[src/rtl/seq_pkg.sv]
// Shared types and constants for the cpu program sequencer.
package seq_pkg;

  localparam int WORD_W = 16;
  localparam int OPC_MSB = 15;
  localparam int OPC_LSB = 13;
  localparam logic [2:0] HALT_OPCODE = 3'b111;

  typedef enum logic [2:0] {
    IDLE      = 3'd0,
    FETCH     = 3'd1,
    START     = 3'd2,
    WAIT_BUSY = 3'd3,
    WAIT_DONE = 3'd4,
    DONE      = 3'd5,
    ERROR     = 3'd6
  } seq_state_e;

  // True when the instruction word carries the HALT opcode.
  function automatic logic is_halt(input logic [WORD_W-1:0] word);
    return (word[OPC_MSB:OPC_LSB] == HALT_OPCODE);
  endfunction

endpackage

[src/rtl/instr_buf.sv]
// Instruction storage: synchronous write port, combinational read port.
// Contents are deliberately not reset; the program survives a sequencer reset.
module instr_buf
  import seq_pkg::*;
#(
  parameter int DEPTH = 16,
  parameter int AW    = 4
) (
  input  logic              clk,
  input  logic              we_i,
  input  logic [AW-1:0]     waddr_i,
  input  logic [WORD_W-1:0] wdata_i,
  input  logic [AW-1:0]     raddr_i,
  output logic [WORD_W-1:0] rdata_o
);

  logic [WORD_W-1:0] mem_q [DEPTH];

  // Store a program word when the write port is enabled.
  always_ff @(posedge clk) begin
    if (we_i) begin
      mem_q[waddr_i] <= wdata_i;
    end
  end

  assign rdata_o = mem_q[raddr_i];

endmodule

[src/rtl/cpu_sequencer.sv]
// Program sequencer in front of the cpu: issues buffered instructions one at
// a time (load IR, pulse s, wait busy, wait idle), captures result and flags,
// and stops at program length, a HALT opcode, or a cpu-wait timeout.
module cpu_sequencer
  import seq_pkg::*;
#(
  parameter int DEPTH   = 16,
  parameter int AW      = 4,
  parameter int TIMEOUT = 64
) (
  input  logic          clk,
  input  logic          reset,
  input  logic          prog_we,
  input  logic [AW-1:0] prog_addr,
  input  logic [15:0]   prog_data,
  input  logic [AW:0]   prog_len,
  input  logic          go,
  input  logic          cpu_w,
  input  logic [15:0]   cpu_out,
  input  logic          cpu_N,
  input  logic          cpu_V,
  input  logic          cpu_Z,
  output logic [15:0]   cpu_in,
  output logic          cpu_load,
  output logic          cpu_s,
  output logic          busy,
  output logic          done,
  output logic          halted,
  output logic          err,
  output logic [AW-1:0] pc,
  output logic [15:0]   last_out,
  output logic [2:0]    last_flags,
  output logic [AW:0]   instr_count
);

  localparam int TW = (TIMEOUT > 1) ? $clog2(TIMEOUT) : 1;
  localparam logic [TW-1:0] TMO_LAST = TW'(TIMEOUT - 1);
  localparam logic [TW-1:0] TMO_ONE  = {{(TW-1){1'b0}}, 1'b1};
  localparam logic [AW-1:0] PC_ONE   = {{(AW-1){1'b0}}, 1'b1};
  localparam logic [AW:0]   CNT_ONE  = {{AW{1'b0}}, 1'b1};

  // FSM state
  seq_state_e state_q, state_d;

  // Run bookkeeping
  logic            go_q;
  logic [AW:0]     len_q, len_d;
  logic [AW-1:0]   pc_q, pc_d;
  logic [AW:0]     cnt_q, cnt_d;
  logic [TW-1:0]   tmo_q, tmo_d;
  logic [15:0]     last_out_q, last_out_d;
  logic [2:0]      last_flags_q, last_flags_d;
  logic            halted_q, halted_d;

  // Registered outputs
  logic [15:0]     cpu_in_q, cpu_in_d;
  logic            cpu_load_q, cpu_load_d;
  logic            cpu_s_q, cpu_s_d;
  logic            busy_q, busy_d;
  logic            done_q, done_d;
  logic            err_q, err_d;

  // Decoded conditions
  logic            start_s;
  logic            accept_s;
  logic            retire_s;
  logic            tmo_hit_s;
  logic            last_instr_s;
  logic            buf_we_s;
  logic [15:0]     rd_data_s;

  assign start_s      = go & ~go_q;
  assign accept_s     = start_s & cpu_w &
                        ((state_q == IDLE) || (state_q == DONE) || (state_q == ERROR));
  assign retire_s     = (state_q == WAIT_DONE) & cpu_w;
  assign tmo_hit_s    = (tmo_q == TMO_LAST);
  assign last_instr_s = ((cnt_q + CNT_ONE) == len_q);
  assign buf_we_s     = prog_we & ~busy_q;

  // The read port follows the next pc: on entry to FETCH it yields the word to
  // issue, and while in FETCH (pc stable) it yields mem[pc] for the HALT check.
  instr_buf #(
    .DEPTH (DEPTH),
    .AW    (AW)
  ) u_buf (
    .clk     (clk),
    .we_i    (buf_we_s),
    .waddr_i (prog_addr),
    .wdata_i (prog_data),
    .raddr_i (pc_d),
    .rdata_o (rd_data_s)
  );

  // State register and go edge detector.
  always_ff @(posedge clk or negedge reset) begin
    if (!reset) begin
      state_q <= IDLE;
      go_q    <= 1'b0;
    end else begin
      state_q <= state_d;
      go_q    <= go;
    end
  end

  // Next-state logic; also tracks whether the run ended on a HALT word.
  always_comb begin
    state_d  = state_q;
    halted_d = halted_q;
    case (state_q)
      IDLE, DONE, ERROR: begin
        if (accept_s) begin
          halted_d = 1'b0;
          if (prog_len == {(AW+1){1'b0}}) begin
            state_d = DONE;
          end else begin
            state_d = FETCH;
          end
        end else begin
          state_d = state_q;
        end
      end
      FETCH: begin
        if (is_halt(rd_data_s)) begin
          state_d  = DONE;
          halted_d = 1'b1;
        end else begin
          state_d = START;
        end
      end
      START: begin
        state_d = WAIT_BUSY;
      end
      WAIT_BUSY: begin
        if (!cpu_w) begin
          state_d = WAIT_DONE;
        end else if (tmo_hit_s) begin
          state_d = ERROR;
        end else begin
          state_d = WAIT_BUSY;
        end
      end
      WAIT_DONE: begin
        if (cpu_w) begin
          if (last_instr_s) begin
            state_d = DONE;
          end else begin
            state_d = FETCH;
          end
        end else if (tmo_hit_s) begin
          state_d = ERROR;
        end else begin
          state_d = WAIT_DONE;
        end
      end
      default: begin
        state_d = IDLE;
      end
    endcase
  end

  // pc, instruction count, run length and result capture.
  always_comb begin
    pc_d         = pc_q;
    cnt_d        = cnt_q;
    len_d        = len_q;
    last_out_d   = last_out_q;
    last_flags_d = last_flags_q;
    if (accept_s) begin
      pc_d  = {AW{1'b0}};
      cnt_d = {(AW+1){1'b0}};
      len_d = prog_len;
    end else if (retire_s) begin
      pc_d         = pc_q + PC_ONE;
      cnt_d        = cnt_q + CNT_ONE;
      last_out_d   = cpu_out;
      last_flags_d = {cpu_N, cpu_V, cpu_Z};
    end else begin
      pc_d = pc_q;
    end
  end

  // Timeout counter: runs only while waiting for the awaited cpu_w level.
  always_comb begin
    tmo_d = {TW{1'b0}};
    case (state_q)
      WAIT_BUSY: begin
        if (cpu_w) begin
          tmo_d = tmo_q + TMO_ONE;
        end else begin
          tmo_d = {TW{1'b0}};
        end
      end
      WAIT_DONE: begin
        if (!cpu_w) begin
          tmo_d = tmo_q + TMO_ONE;
        end else begin
          tmo_d = {TW{1'b0}};
        end
      end
      default: begin
        tmo_d = {TW{1'b0}};
      end
    endcase
  end

  // Output decode from the next state so every output is a flop.
  always_comb begin
    cpu_load_d = (state_d == FETCH) && !is_halt(rd_data_s);
    cpu_s_d    = (state_d == START);
    busy_d     = (state_d == FETCH) || (state_d == START) ||
                 (state_d == WAIT_BUSY) || (state_d == WAIT_DONE);
    done_d     = (state_d == DONE);
    err_d      = (state_d == ERROR);
    if (cpu_load_d) begin
      cpu_in_d = rd_data_s;
    end else begin
      cpu_in_d = cpu_in_q;
    end
  end

  // Run bookkeeping registers.
  always_ff @(posedge clk or negedge reset) begin
    if (!reset) begin
      pc_q         <= {AW{1'b0}};
      cnt_q        <= {(AW+1){1'b0}};
      len_q        <= {(AW+1){1'b0}};
      tmo_q        <= {TW{1'b0}};
      last_out_q   <= 16'h0000;
      last_flags_q <= 3'b000;
      halted_q     <= 1'b0;
    end else begin
      pc_q         <= pc_d;
      cnt_q        <= cnt_d;
      len_q        <= len_d;
      tmo_q        <= tmo_d;
      last_out_q   <= last_out_d;
      last_flags_q <= last_flags_d;
      halted_q     <= halted_d;
    end
  end

  // Output registers toward the cpu and status outputs.
  always_ff @(posedge clk or negedge reset) begin
    if (!reset) begin
      cpu_in_q   <= 16'h0000;
      cpu_load_q <= 1'b0;
      cpu_s_q    <= 1'b0;
      busy_q     <= 1'b0;
      done_q     <= 1'b0;
      err_q      <= 1'b0;
    end else begin
      cpu_in_q   <= cpu_in_d;
      cpu_load_q <= cpu_load_d;
      cpu_s_q    <= cpu_s_d;
      busy_q     <= busy_d;
      done_q     <= done_d;
      err_q      <= err_d;
    end
  end

  assign cpu_in      = cpu_in_q;
  assign cpu_load    = cpu_load_q;
  assign cpu_s       = cpu_s_q;
  assign busy        = busy_q;
  assign done        = done_q;
  assign halted      = halted_q;
  assign err         = err_q;
  assign pc          = pc_q;
  assign last_out    = last_out_q;
  assign last_flags  = last_flags_q;
  assign instr_count = cnt_q;

endmodule

[config.mk]
export PLATFORM = sky130hd
export DESIGN_NAME = cpu_sequencer
export DESIGN_NICKNAME = d
export VERILOG_FILES = /design/src/rtl/seq_pkg.sv /design/src/rtl/instr_buf.sv /design/src/rtl/cpu_sequencer.sv
export SDC_FILE = /design/constraint.sdc
export NUM_CORES = 1
export LEC_CHECK = 0
export ABC_AREA = 1
export CORE_MARGIN = 2
export CORE_UTILIZATION = 40
export CTS_CLUSTER_SIZE = 24
export DETAILED_ROUTE_END_ITERATION = 10
export GPL_TIMING_DRIVEN = 0
export PLACE_DENSITY = 0.61
export RECOVER_POWER = 25
export SLEW_MARGIN = 20
export SYNTH_ARGS = -nofsm -noshare
export SYNTH_HDL_FRONTEND = slang
export SYNTH_SLANG_ARGS = --single-unit
[constraint.sdc]
create_clock -name clk -period 5.7 [get_ports clk]
set_input_delay 1.425 -clock clk [delete_from_list [all_inputs] [get_ports clk]]
set_output_delay 1.425 -clock clk [all_outputs]
set_load 0.005 [all_outputs]
==> metrics.txt, run 1 <==
overall routing resource usage 0.2064; Crit path largest cell delay between 0.6 and 0.7 ns; die height 187.5 µm; final worst-path cycle share 0.7560; max-cap violations 1; first-pass GRT wire length 55,260 µm; CTS tree yes; ys flop type edfxtp_1; critical path data required time just over 6 ns; fin cells around 1.8k; Simple-Gate Fraction of Synth Area 0.2227; Hold Vio Cnt, Final 0; post-synthesis adder-cell area fraction 0.002788; maximum buffer depth of the clock tree 3; hold buffer count at CTS 0; skew final 0.01164 ns; Min Hold Slack approximately 0.48 ns; RSZ-0062 raised after global routing false; fin util 0.4903; largest net degree at the start of global routing 40; Total Die Area 35,140 µm²; placed cell areas 15,260 µm²; Setup Viol. Count Final 0; initial core utilization 0.4035; dominant combinational cell family by area after synthesis simple AND/OR/NAND/NOR gates; drt initial violations 889; # diodes 0; synthesized net count 1,264; library cells used by synthesis 35; count of final max-slew check failures 40; post-synthesis mux area share 0; number of post-CTS setup repair buffers 0; Synth Area in XOR/XNOR 0.005856; status complete, but fails checks; Post-Route WL approximately 36,000 µm; area grow syn2layout 21.53%; cell area after layout 16,360 µm²; Leak Pwr 6.358 nW; Nets about 1.4k; clk_lat worst skew approximately 0.52 ns; Placement Setup Slack 0.9640 ns; Clk pin slew, worst setup/hold paths 0.06 ns; core footprint 33,360 µm²; Row Count 67; Slew Limit Headroom -0.3405; Antenna Nets Post-Route 0; maximum vdd drop 0.2863 mV; WL per Instance slightly below 20 µm; setup_tns 0 ns; crit-path cells clkdlybuf4s50_1, nand2_1, nor2_2, nand3_4, nand3_4, buf_2, buf_2, buf_1, nand2_1, nand3_1, a31oi_1, a31oi_1, nand3_1, nand2_1; total power about 8.4 mW; Synth Warn # 0; flops & latches, synth 321; initial antenna violation count 0; CP max stage cell clkdlybuf4s50_1; global route total overflow 0; Crit Path Max Fanout 10; vias in the first global route 9,566; Critical Path Start Type input pin; hpwl dp 24,250 µm; vias per cell 5.187; most frequent CP cell nand2_1; fin crit period 4.309 ns; CTS Buf Count 35; reg2reg setup slack 2.35 ns; DRC 0; Hold Crit Class reg2reg; GPL Wtd Cong between 0.8 and 0.9; CTS sink cnt 321; die width 187.5 µm; H-tree Lvls 2; IO Pins 99; first-pass iteration count of the detailed router 5; Post-CTS Resized 0; Final WS setup 1.391 ns; CP Class in2reg; Slew @ Worst Pin 2.011 ns; Placed Cells 1,774; proportion of layout cells with a drive suffix above 1 0.09935; CP endpoint kind flip-flop; CP arrival 4.76 ns; failing checks capacitance limit, slew limit; EDFF count, synth between 200 and 300; clock root cell clkbuf_16; power density over the cells 513.9 nW/µm²; Synth async-reset ratio 0.2025; fmax 0.2321 GHz; count of port buffers added during placement 98; Gate Count Post-Synth 1,212; Vias 9,528; Post-Syn Area 13,460 µm²; Compound-Gate Fraction of Synth Area 0.03011; Post-Synthesis Mean Instance Area around 11 µm²; post-synthesis sequential area ratio 0.6919
[cell families after synthesis]
logic type,Yosys count
compound gates,59
flops,321
buf+inv,150
fa+ha+maj,3
simple gates,670
xor+xnor,9
[layout make-up]
type,count,area [µm²]
clock inverters,16,170.2
fillers,3027,17010
multi-input cells,741,3565
well taps,448,560.5
plain buffers,64,302.8
inverters,86,325.3
flip-flops and latches,321,9314
repair buffers,114,1170
clock buffers,47,952.2
[state kept, by name (all words and copies together) (netlist names), 3 cells and up]
name / flops
u_buf.mem_q: 256
tmo_q: 6
state_q: 3
instr_count: 5
len_q: 5
cpu_in: 16
pc: 4
last_flags: 3
last_out: 16
[cells in the final DEF, fill, tap and decap left out, types with 2 or more instances in the layout]
cell             count
o21ai_0             12
clkinv_2             4
nor2_2              18
xnor2_1              4
buf_8                6
o21bai_1             8
xor2_1               5
o21bai_2             8
clkinv_1             5
buf_6               12
nand4_1             27
a21oi_1              2
nand2_2              7
a31oi_1             26
inv_2                3
buf_2               17
nand3_1            210
bufinv_16            3
nor2_4               3
nor2_1              21
dlygate4sd3_1        8
inv_1               82
buf_4                5
nor3_1               8
dfrtp_1             65
clkbuf_16           36
nand2_1            366
nand3_4              4
edfxtp_1           256
nand3b_1             2
ha_1                 3
buf_1               15
clkbuf_1            36
clkdlybuf4s50_1     89
[per-layer routing]
metal	wire, µm	share of wire	global-route usage	up-vias
li1	-	-	-	4481
met4	1254	0.035	0.08025	0
met5	0	0	0	-
met2	16830	0.47	0.3410	408
met3	2858	0.079	0.03321	72
met1	15110	0.42	0.2745	4567
[worst max-delay path, delay by kind of cell]
kind	cells	cell delay, ns
compound gates	2	0.46
simple gates	8	1.02
buf+inv	4	1.83
[final timing paths]
| check | from | to | cells past startpoint |
|---|---|---|---|
| worst max-delay path | cpu_w | cpu_in[12]$_DFFE_PN0P_ | 14 |
| worst min-delay path | halted$_DFFE_PN0P_ | halted$_DFFE_PN0P_ | 2 |
| worst max register to register | state_q[1]$_DFF_PN0_ | cpu_in[12]$_DFFE_PN0P_ | 12 |
| worst min register to register | halted$_DFFE_PN0P_ | halted$_DFFE_PN0P_ | 2 |
| max in group asynchronous | reset | cpu_in[8]$_DFFE_PN0P_ | 2 |
| min in group asynchronous | reset | instr_count[0]$_DFFE_PN0P_ | 1 |
[cell usage after synthesis, drive strengths merged (4+ instances only)]
| cell | number | area [µm²] |
|---|---|---|
| nand2 | 374 | 1429 |
| buf | 40 | 212.7 |
| nand3 | 215 | 1131 |
| xor2 | 5 | 43.79 |
| clkbuf | 24 | 90.09 |
| nor3 | 8 | 40.04 |
| inv | 86 | 325.3 |
| xnor2 | 4 | 35.03 |
| o21bai | 16 | 150.2 |
| nand4 | 29 | 202.7 |
| o21ai | 14 | 73.82 |
| nor2 | 42 | 180.2 |
| a31oi | 26 | 162.7 |
| dfrtp | 65 | 1627 |
| edfxtp | 256 | 7687 |
[report_power, final]
| group | internal, mW | total, mW | switching [mW] |
|---|---|---|---|
| Sequential | 2.76 | 2.89 | 0.130 |
| Clock | 1.32 | 2.22 | 0.904 |
| Combinational | 1.15 | 3.29 | 2.14 |
| Total | 5.23 | 8.41 | 3.17 |
Note: power is estimated with default switching activity, not from simulation.
==> run 2, diff against run 1 <==
==> constraint.sdc (replaced) <==
create_clock -name clk -period 4.5 [get_ports clk]
set_input_delay 1.125 -clock clk [delete_from_list [all_inputs] [get_ports clk]]
set_output_delay 1.125 -clock clk [all_outputs]
set_load 0.005 [all_outputs]
==> results of run 2 <==
The final DEF is identical to that of run 1. Status: complete, but fails checks: capacitance limit, slew limit.
Among the figures that moved: setup slack after placement 0.9640 ns -> 0.06396 ns; setup slack after layout 1.391 ns -> 0.4910 ns; register-to-register setup slack 2.35 ns -> 1.15 ns; total power 8.408 mW -> 10.65 mW; worst IR drop on VDD 0.2863 mV -> 0.3626 mV
==> run 3, diff against run 2 <==
--- a/config.mk
+++ b/config.mk
@@ -7,11 +7,11 @@
 export LEC_CHECK = 0
 export ABC_AREA = 1
 export CORE_MARGIN = 2
-export CORE_UTILIZATION = 40
+export CORE_UTILIZATION = 55
 export CTS_CLUSTER_SIZE = 24
 export DETAILED_ROUTE_END_ITERATION = 10
 export GPL_TIMING_DRIVEN = 0
-export PLACE_DENSITY = 0.61
+export PLACE_DENSITY = 0.79
 export RECOVER_POWER = 25
 export SLEW_MARGIN = 20
 export SYNTH_ARGS = -nofsm -noshare
==> run 3 against run 2 <==
Net effect: the flow still finishes with violations (capacitance limit, slew limit); utilization rose by 18 points; global-route usage rose by 6.5 points; first-iteration DRC count rose by 40%; critical path type unchanged.
==> metrics.txt, run 3 (synthesis results as in run 1) <==
maximum vdd drop 0.4380 mV (was 0.3626 mV); Nets 1,415 (unchanged); fmax 0.2438 GHz (was 0.2494 GHz); vias per cell 5.781 (was 5.187); H-tree Lvls 2 (unchanged); setup_tns 0 ns (unchanged); Slew @ Worst Pin 2.335 ns (was 2.011 ns); proportion of layout cells with a drive suffix above 1 0.09726 (was 0.09935); max reg flops 256 (unchanged); WL per Instance 20.24 µm (was 19.63 µm); Top reg by flops u_buf.mem_q (unchanged); Vias 9,897 (was 9,528); IO Pins 99 (unchanged); Post-Route WL 34,660 µm (was 36,050 µm); CTS Buf Count 34 (was 35); CP endpoint kind flip-flop (unchanged); number of post-CTS setup repair buffers 0 (unchanged); clock root cell clkbuf_16 (unchanged); initial antenna violation count 0 (unchanged); CTS tree yes (unchanged); Antenna Nets Post-Route 0 (unchanged); hold buffer count at CTS 0 (unchanged); max-cap violations 1 (unchanged); Post-CTS Resized 0 (unchanged); Min Hold Slack 0.4791 ns (was 0.4763 ns); failing checks capacitance limit, slew limit (unchanged); Hold Vio Cnt, Final 0 (unchanged); hpwl dp 23,150 µm (was 24,250 µm); P_int 6.567 mW (was 6.628 mW); critical path data required time 4.89 ns (was 4.96 ns); Clk pin slew, worst setup/hold paths 0.06 ns (about the same); Placed Cells 1,651 (was 1,774); area grow syn2layout 20.03% (was 21.53%); die height 160.4 µm (was 187.5 µm); Leak Pwr 6.337 nW (was 6.358 nW); Crit Path Max Fanout 10 (unchanged); RSZ-0062 raised after global routing false (unchanged); power density over the cells 653.5 nW/µm² (was 651.0 nW/µm²); Total Die Area 25,740 µm² (was 35,140 µm²); Hold Crit Class reg2reg (unchanged); overall routing resource usage 0.2718 (was 0.2064); Slew Limit Headroom -0.5566 (was -0.3405); clock network power share 0.255 (was 0.264); Row Count 57 (was 67); CTS sink cnt 321 (unchanged); initial core utilization 0.5568 (was 0.4035); vias in the first global route 9,518 (was 9,566); largest net degree at the start of global routing 46 (was 40); drt initial violations 1,245 (was 889); Gate power share 0.398 (was 0.392); global route total overflow 0 (unchanged); core footprint 24,180 µm² (was 33,360 µm²); Flop pwr share 0.347 (was 0.344); first-pass GRT wire length 52,880 µm (was 55,260 µm); fin util 0.6683 (was 0.4903); skew final 0.01883 ns (was 0.01164 ns); most common cell after layout, fill and taps aside nand2_1 (unchanged); switching power 3.992 mW (was 4.021 mW); maximum buffer depth of the clock tree 3 (unchanged); CP arrival 4.49 ns (was 4.46 ns); sw frac 0.3780 (was 0.3776); Critical Path Start Type input pin (unchanged); clk_lat worst skew 0.51 ns (was 0.52 ns); count of port buffers added during placement 98 (unchanged); fin cells 1,712 (was 1,837); most frequent cells in the layout nand2_1 (366), edfxtp_1 (256), nand3_1 (210), clkdlybuf4s50_1 (88), inv_1 (82) (was nand2_1 (366), edfxtp_1 (256), nand3_1 (210), clkdlybuf4s50_1 (89), inv_1 (82)); first-pass iteration count of the detailed router 5 (unchanged); GPL Wtd Cong 0.9007 (was 0.8700); CP Class in2reg (unchanged); # diodes 0 (unchanged); final worst-path cycle share 0.9116 (was 0.8909); Setup Viol. Count Final 0 (unchanged); DRC 0 (unchanged); fin crit period 4.102 ns (was 4.009 ns); count of final max-slew check failures 46 (was 40); status complete, but fails checks (unchanged); die width 160.4 µm (was 187.5 µm)
run 3: power by group through the flow:
stage | registers (mW) | logic, mW | clock network (mW)
CTS | 3.66 | 4.15 | 2.71
global route | 3.70 | 4.57 | 2.83
global placement | 3.72 | 3.98 | 0
floorplan | 3.72 | 2.53 | 0
finish | 3.66 | 4.20 | 2.70
detailed placement | 3.72 | 4.11 | 0
run 3: path summary, 6_finish.rpt:
check | start | to | slack (ns) | cells after the start
max | cpu_w | cpu_in[8]$_DFFE_PN0P_ | 0.40 | 17
min | last_out[4]$_DFFE_PN0P_ | last_out[4]$_DFFE_PN0P_ | 0.48 | 2
max reg2reg | state_q[1]$_DFF_PN0_ | cpu_in[8]$_DFFE_PN0P_ | 1.09 | 15
min reg2reg | last_out[4]$_DFFE_PN0P_ | last_out[4]$_DFFE_PN0P_ | 0.48 | 2
max in group asynchronous | reset | last_out[9]$_DFFE_PN0P_ | 0.96 | 2
min in group asynchronous | reset | instr_count[0]$_DFFE_PN0P_ | 0.80 | 1
run 3: through the flow:
stage               total power, mW  cell area, µm²  setup slack [ns]
global placement              7.698           14850            0.1081
detailed placement            7.834           15120           0.03727
global route                  11.10           16160            0.2675
finish                        10.56           16160            0.3979
floorplan                     6.243           13460             1.489
CTS                           10.52           16190            0.5254
run 3: critical path, stage by stage:
cell	delay [ns]
clkdlybuf4s50_1	0.62
nand2_1	0.11
nor2_2	0.20
nand3_4	0.15
inv_4	0.13
a21oi_1	0.05
o21ai_1	0.57
inv_2	0.34
nand3_1	0.20
nand2_2	0.17
nand3_4	0.17
nor2_1	0.05
nor2_1	0.22
nor2_4	0.10
buf_6	0.15
nand3_1	0.08
nand2_1	0.06
run 3: metal layers:
metal | vias to the layer above | part of all wire | track usage
met1 | 4652 | 0.38 | 0.3737
met5 | - | 0 | 0
met4 | 0 | 0.048 | 0.1233
li1 | 4472 | - | -
met3 | 117 | 0.12 | 0.06379
met2 | 656 | 0.45 | 0.4173
run 3: final cells by class:
| type | instances | area (µm²) |
|---|---|---|
| clock inverters | 14 | 145.1 |
| fillers | 1684 | 8019 |
| clock buffers | 47 | 920.9 |
| multi-input cells | 741 | 3560 |
| well taps | 324 | 405.4 |
| repair buffers | 115 | 1185 |
| inverters | 86 | 325.3 |
| flip-flops and latches | 321 | 9314 |
| plain buffers | 64 | 302.8 |
